### config.mk
export PLATFORM = sky130hd
export DESIGN_NAME = idstage
export DESIGN_NICKNAME = d
export VERILOG_FILES = /design/src/rtl/cpu_pkg.sv /design/src/rtl/regfile.sv /design/src/rtl/idstage.sv
export SDC_FILE = /design/constraint.sdc
export NUM_CORES = 2
export LEC_CHECK = 0
export ABC_AREA = 1
export BUFFER_PORTS_ARGS = -buffer_cell sky130_fd_sc_hd__buf_2
export CAP_MARGIN = 10
export CORE_ASPECT_RATIO = 1.1
export CORE_MARGIN = 5
export CORE_UTILIZATION = 55
export CTS_CLUSTER_DIAMETER = 120
export DETAILED_ROUTE_END_ITERATION = 8
export PLACE_DENSITY_LB_ADDON = 0.2
export SLEW_MARGIN = 20
export SYNTH_ARGS = -nofsm -noshare
export SYNTH_HDL_FRONTEND = slang
export SYNTH_SLANG_ARGS = --single-unit
### constraint.sdc
create_clock -name clk -period 31.2 [get_ports clk]
set_clock_uncertainty 0.15 [all_clocks]
set_input_delay 7.8 -clock clk [delete_from_list [all_inputs] [get_ports clk]]
set_output_delay 7.8 -clock clk [all_outputs]
set_load 0.02 [all_outputs]
### src/rtl/cpu_pkg.sv
// Shared CPU definitions: instruction class encodings, R15 index, NOP word
// and the immediate-extension helper used by the decode stage.
package cpu_pkg;

  typedef enum logic [1:0] {
    OP_DP  = 2'b00,
    OP_MEM = 2'b01,
    OP_BR  = 2'b10,
    OP_RSV = 2'b11
  } op_e;

  localparam logic [3:0]  R15 = 4'hF;
  localparam logic [31:0] NOP = 32'h0000_0000;

  // Rotation is done on a doubled word so a zero rotate needs no special case.
  function automatic logic [31:0] ext_imm(input logic [31:0] instr);
    logic [63:0] dbl;
    logic [5:0]  rot;
    ext_imm = '0;
    dbl     = {24'h0, instr[7:0], 24'h0, instr[7:0]};
    rot     = {1'b0, instr[11:8], 1'b0};
    case (op_e'(instr[27:26]))
      OP_DP:   ext_imm = 32'(dbl >> rot);
      OP_MEM:  ext_imm = {20'h0, instr[11:0]};
      OP_BR:   ext_imm = {{6{instr[23]}}, instr[23:0], 2'b00};
      default: ext_imm = '0;
    endcase
  endfunction

endpackage

### src/rtl/regfile.sv
// R0..R14 register file: one synchronous write port, two asynchronous read
// ports; index 15 reads return the supplied r15 value and writes are dropped.
module regfile
  import cpu_pkg::*;
(
  input  logic        clk,
  input  logic        reset,
  input  logic [3:0]  ra1,
  input  logic [3:0]  ra2,
  input  logic        we3,
  input  logic [3:0]  wa3,
  input  logic [31:0] wd3,
  input  logic [31:0] r15,
  output logic [31:0] rd1,
  output logic [31:0] rd2
);

  logic [31:0] rf [0:14];

  always_ff @(posedge clk or posedge reset) begin
    if (reset) begin
      for (int i = 0; i < 15; i++) rf[i] <= '0;
    end else if (we3 && (wa3 != R15)) begin
      rf[wa3] <= wd3;
    end
  end

  assign rd1 = (ra1 == R15) ? r15 : rf[ra1];
  assign rd2 = (ra2 == R15) ? r15 : rf[ra2];

endmodule

### src/rtl/idstage.sv
// Decode stage: IF/ID pipeline register, field decode, immediate extension
// and register read. Define IDSTAGE_WB_BYPASS_EN to forward writeback data.
module idstage
  import cpu_pkg::*;
#(
  parameter logic [31:0] NOP_INSTR = NOP
) (
  input  logic        clk,
  input  logic        reset,
  input  logic [31:0] instrf,
  input  logic [31:0] pcplus8,
  input  logic        stalld,
  input  logic        flushd,
  input  logic        regwritew,
  input  logic [3:0]  wa3w,
  input  logic [31:0] wd3w,
  output logic [31:0] instrd,
  output logic [31:0] pcplus8d,
  output logic        validd,
  output logic [3:0]  ra1d,
  output logic [3:0]  ra2d,
  output logic [3:0]  wa3d,
  output logic [31:0] rd1d,
  output logic [31:0] rd2d,
  output logic [31:0] extimmd,
  output logic [3:0]  condd,
  output logic [1:0]  opd,
  output logic [5:0]  functd
);

  logic [31:0] rf_rd1;
  logic [31:0] rf_rd2;

  // Flush outranks stall so a redirect is never swallowed by a held bubble.
  always_ff @(posedge clk or posedge reset) begin
    if (reset) begin
      instrd   <= NOP_INSTR;
      pcplus8d <= '0;
      validd   <= 1'b0;
    end else if (flushd) begin
      instrd   <= NOP_INSTR;
      pcplus8d <= pcplus8;
      validd   <= 1'b0;
    end else if (!stalld) begin
      instrd   <= instrf;
      pcplus8d <= pcplus8;
      validd   <= 1'b1;
    end
  end

  assign condd   = instrd[31:28];
  assign opd     = instrd[27:26];
  assign functd  = instrd[25:20];
  assign ra1d    = instrd[19:16];
  assign wa3d    = instrd[15:12];
  assign ra2d    = (op_e'(opd) == OP_MEM) ? instrd[15:12] : instrd[3:0];
  assign extimmd = ext_imm(instrd);

  regfile u_regfile (
    .clk   (clk),
    .reset (reset),
    .ra1   (ra1d),
    .ra2   (ra2d),
    .we3   (regwritew),
    .wa3   (wa3w),
    .wd3   (wd3w),
    .r15   (pcplus8d),
    .rd1   (rf_rd1),
    .rd2   (rf_rd2)
  );

`ifdef IDSTAGE_WB_BYPASS_EN
  logic wb_live;
  assign wb_live = regwritew && (wa3w != R15);
  assign rd1d    = (wb_live && (wa3w == ra1d)) ? wd3w : rf_rd1;
  assign rd2d    = (wb_live && (wa3w == ra2d)) ? wd3w : rf_rd2;
`else
  assign rd1d = rf_rd1;
  assign rd2d = rf_rd2;
`endif

endmodule

; After elaboration in Yosys (flattened, before gate mapping)
; Index checks and enable logic that the tools add are counted.
[word_totals]
regBits = 545
in_bits = 105
out_inout_bits = 185
elab_cells = 54
[classes]
n_lt_le_gt_ge = 4
n_eq_ne = 6
shifts = 1
mux = 19
bitwise_logic = 3
n_reduce_logical = 3
[ops]
columns = operator, n
row1 = $bwmux W480, 1
row2 = $mux W32, 11
row3 = $bmux W32 S4, 2
row4 = $demux W32 S4, 1
row5 = $pmux W32 S3, 1
row6 = $shr A40 B5 Y32, 1
row7 = $ge A5 B5 Y1 const B, 3
row8 = $not A4 Y5, 3
row9 = $eq A4 B4 Y1 const B, 2
row10 = $lt A5 B1 Y1 const B, 1
row11 = $mux W4, 1
row12 = $ne A4 B4 Y1 const B, 1
row13 = $eq A2 B1 Y1 const B, 1
row14 = $eq A2 B2 Y1 const B, 1
row15 = $logic_and A1 B1 Y1, 2
row16 = $logic_not A2 Y1, 1
row17 = $mux W1, 2
row18 = $ne A2 B1 Y1 const B, 1

; Depth between registers and ports, before layout
[depth]
depth_word = 7
mapped_depth = 14
depth_no_buf = 12

; Hierarchy
; From an unflattened synthesis, not the netlist that was laid out.
[unflattened]
hier_cells = 4815
hier_area_um2 = 31955.6
[by_module_without_submodules]
columns = module, instances, cells_each, area_each_um2
row1 = regfile, 1, 4386, 28329.7
row2 = idstage, 1, 429, 3626.0

; Least setup slack after synthesis
; OpenSTA, ideal clock, no wires.
[synth_timing]
path_type = register to output
startpoint = register instrd[26]
endpoint = output port rd2d[13]
arrival_time_ps = 1916
setup_slack_ps = 21334
stages_incl_launch_ff = 10
n_path_buf = 3
cell_sequence = dfrtp_1 > buf_4 > nand2_2 > buf_6 > nand2_1 > o21ai_4 > clkbuf_1 > nand3_1 > nand3_1 > nand3_1
[synth_between]
elab_chain_cells = 7
elab_cells_between_ends = 8
[synth_rtl]
columns = item, line_no
row1 = start: declaration, idstage.sv:17  ; output logic [31:0] instrd,
row2 = start signal: assignment, idstage.sv:45  ; instrd <= instrf;
row3 = $eq A2 B1 Y1 (*), idstage.sv:56  ; assign ra2d = (op_e'(opd) == OP_MEM) ? instrd[15:12] : instrd[3:0];
row4 = $mux W4 (*), idstage.sv:56
row5 = named net ra2d[2], idstage.sv:21  ; output logic [3:0] ra2d,
row6 = $not A4 Y5 (implied by the code), regfile.sv:29  ; assign rd2 = (ra2 == R15) ? r15 : rf[ra2];
row7 = $bmux W32 S4, regfile.sv:29
row8 = $mux W32 (implied by the code) (2 in series), regfile.sv:29
row9 = $mux W32 (*), regfile.sv:29
row10 = end: declaration, idstage.sv:24  ; output logic [31:0] rd2d,
; The timed path passes the listed nets; every way through them passes the cells marked *. The select of a mux whose other input is x is not followed.

; Final worst setup path
[layout_timing]
startpoint = register instrd[17]
endpoint = output port rd1d[23]
[layout_between]
elab_chain_cells = 5
elab_cells_between_ends = 6
[layout_rtl]
columns = item, line_no
row1 = $not A4 Y5 (implied by the code), regfile.sv:28  ; assign rd1 = (ra1 == R15) ? r15 : rf[ra1];
row2 = $bmux W32 S4, regfile.sv:28
row3 = $mux W32 (implied by the code) (2 in series), regfile.sv:28
row4 = $mux W32 (*), regfile.sv:28
row5 = end: declaration, idstage.sv:23  ; output logic [31:0] rd1d,
; Every way passes the cells marked *; elsewhere a longest branch is shown, timed or not. The select of a mux whose other input is x is not followed.

==> results.md <==
* Outcome: completed
* Minimum clock period at 13.01 ns
* Post-Route WL at 122 mm
* Worst-Skew Late Latency at 0.65 ns
* Synth area leader: dfrtp_1
* Synth Cell Area at between 30000 and 40000 um^2
* TNS Setup at 0 ns
* Critical Path End Type: output pin
* Die Span Y at 259 um
* #FFs+latches synth at 545
* Busiest layer in global routing: met2
* Post-synthesis sequential area ratio at approximately 44%
* TritonCTS Sinks at 545
* Detailed placer's ending HPWL at between 70 and 80 mm
* Via density per instance at about 6.2
* CP Max Fanout at 63
* Final worst-path cycle share at 41.7%
* Commonest cells in the netlist: nand2_1 (1302), nand3_1 (666), o21ai_0 (609)
* Core Rows at 91
* Endpoints failing hold at 0
* Residual DRC count at 0
* GR Layer Usage met2 at 59.3%
* Slew at the pin with the worst max-slew slack at 1.14 ns
* Post-synth top area share at a little over two fifths
* Synth unique cells at 35
* Syn_nets at 4495
* Via Count at about 32000
* Vias in the first global route at 30800
* Most common cell in the netlist: nand2_1
* Setup Buffers After CTS at 0
* GR met3 Demand/Resource at between 10% and 20%
* Die X at 237 um
* Ys flop type: dfrtp_1
* Setup-failing EPs final at 0
* Root Driver: clkbuf_16
* CTS Buffer Depth at 3
* Sw power at just over 800 uW
* Reg clk slew, reported paths at 0.06 ns
* Syn avg cell area at 7.08 um^2
* Initial core utilization at 55.5%
* Io pins at 290
* Leakage at approximately 0.017 uW
* Core area at 56000 um^2
* RSZ-0062 raised after global routing: no
* Syn-to-layout area delta at 10.7%
* Hold_sp: u_regfile.rf[465]$_DFFE_PP0P_
* Cell Pwr Density at a little under 70 nW/um^2
* P_int at between 1000 and 1500 uW
* Largest net degree at the start of global routing at between 90 and 100
* Initial antenna violation count at 10
* Cts hold-fix bufs at 0
* Nets at 4534
* Layout cells sized above 1 at 11.5%
* Type of the tightest min-delay check: flop to flop
* H-tree depth at 2
* Clock power frac at 31.8%
* First-pass GRT wire length at 185 mm
* Die area at 61400 um^2
* Worst Setup Start Kind: flop
* Total track usage at 38.5%
* Logic gate share of total power at 26.8%
* Maxcap violations at 0
* CP required at 23.25 ns
* Gp weighted congestion at 0.939
* VDD IR max at 0.0460 mV
* Sequential Power Share at 41.4%
* Synth top area cells: dfrtp_1 (44%), nand2_1 (16%), nand3_1 (11%)
* CTS tree: yes
* Fillers at roughly 5200
* Mapped Cells at 4390
* Power Total at approximately 2300 uW
* Resized Gates After CTS at 0
* Final Core Density at about three fifths
* Met1 usage at 50.6%
* F_max at 76.9 MHz
* Slew headroom at 24.1%
* Critical R2R Launch: instrd[17]$_DFFE_PP0P_
* CP startpoint: instrd[17]$_DFFE_PP0P_
* CP arrival at 5.06 ns
* Synth warn at 0
* Drt initial violations at 4447
* Post-synth EDFFs at 0
* Number of port buffers at 289
* Switching Share at 35.9%
* Grt ovf at 0
* Post-synth ARST share at 100%
* Num CTS Buffers at a little under 60
* Kind of critical path: flop to output pin
* First-pass DRT Iterations at 7
* Final antenna-violating net count at 0
* Max Slew Vio Count at 0
* Avg WL per Cell at 23.3 um
## cell type report
type	instances	area (um^2)	area share [%]
antenna	4	10.0	0.0291
clock buffer	88	1770	5.14
timing repair buffer	340	1830	5.33
tap	744	931	2.71
clock inverter	21	240	0.698
sequential	545	13600	39.7
multi-input combinational	3040	14300	41.5
inverter	443	1680	4.88
## layout by cell type, fill, tap and decap left out, types with 3 or more instances in the layout
cell           n
buf_2        289
nand3_1      665
bufinv_16      5
nand2_4        3
clkbuf_8      14
o22ai_1       12
clkinv_1      11
nor2_4        10
o2111ai_1     33
a22oi_1       31
o21ai_1        3
clkbuf_1      13
nor2_1        75
nor3_1         3
o211ai_1      37
o221ai_1       8
diode_2        4
nand4_1       17
o21ai_4        3
inv_1        423
a21oi_1      182
dfrtp_1      541
buf_4         50
nand2_2        8
nand3b_1       3
clkinv_2      14
clkinvlp_4     4
o21ai_0      609
inv_2          5
clkbuf_16     61
mux2_2        32
nand2_1     1294
nand3_4        3
## sequential cells by signal, summed over array words and instances, names as in the netlist
register / flops
u_regfile.rf: 480
pcplus8d: 32
validd: 1
instrd: 32
## per-stage QoR
| stage | setup slack (ns) | cell area [um^2] | hold slack [ns] | cells |
|---|---|---|---|---|
| floorplan | 8.01 | 31100 | 0.303 | 4390 |
| global placement | 19.07 | 32400 | 0.316 | 5112 |
| detailed placement | 19.03 | 32400 | 0.323 | 5112 |
| CTS | 18.36 | 34400 | 0.337 | 5221 |
| global route | 18.03 | 34400 | 0.356 | 5223 |
| finish | 18.19 | 34400 | 0.334 | 5225 |
## worst paths after layout
| path | cells past startpoint | endpoint | slack (ns) |
|---|---|---|---|
| max reg2reg | 2 | instrd[17]$_DFFE_PP0P_ | 28.42 |
| max | 11 | rd1d[23] | 18.19 |
| min reg2reg | 2 | u_regfile.rf[465]$_DFFE_PP0P_ | 0.33 |
| min | 2 | u_regfile.rf[465]$_DFFE_PP0P_ | 0.33 |
| min in group asynchronous | 2 | pcplus8d[6]$_DFFE_PP0P_ | 7.10 |
| max in group asynchronous | 5 | u_regfile.rf[285]$_DFFE_PP0P_ | 20.57 |
## kinds of logic (layout without fill, tap and decap cells)
group	after synthesis	count (layout)	synth area share, %
AO/OA/AOI/OAI	922	922	16.0
buffers and inverters	805	892	10.7
flip-flops	545	545	43.9
multiplexers	32	32	1.16
other	0	4	0
AND/OR/NAND/NOR	2086	2086	28.3
## power by group through the flow
stage | combinational, uW | clock [uW] | sequential [uW]
finish | 620 | 736 | 958
global route | 691 | 767 | 974
CTS | 608 | 740 | 954
detailed placement | 605 | 0 | 964
global placement | 594 | 0 | 961
floorplan | 436 | 0 | 940
## per-layer routing
layer,vias to the layer above,wire length (um)
li1,14400,-
met1,14900,44700
met2,2577,52900
met3,492,17600
met4,6,6490
met5,-,41
## worst max-delay path: stages, from the launching register on
cell and delay [ns]:
dfrtp_4 0.88, buf_4 0.80, nand2_1 0.31, clkinv_2 0.58, buf_4 0.87, nand2_1 0.11, o211ai_1 0.15, nand2_1 0.07
o21ai_0 0.09, nand2_1 0.07, nand3_1 0.19, buf_2 0.21
(Power assumes the default switching activity.)
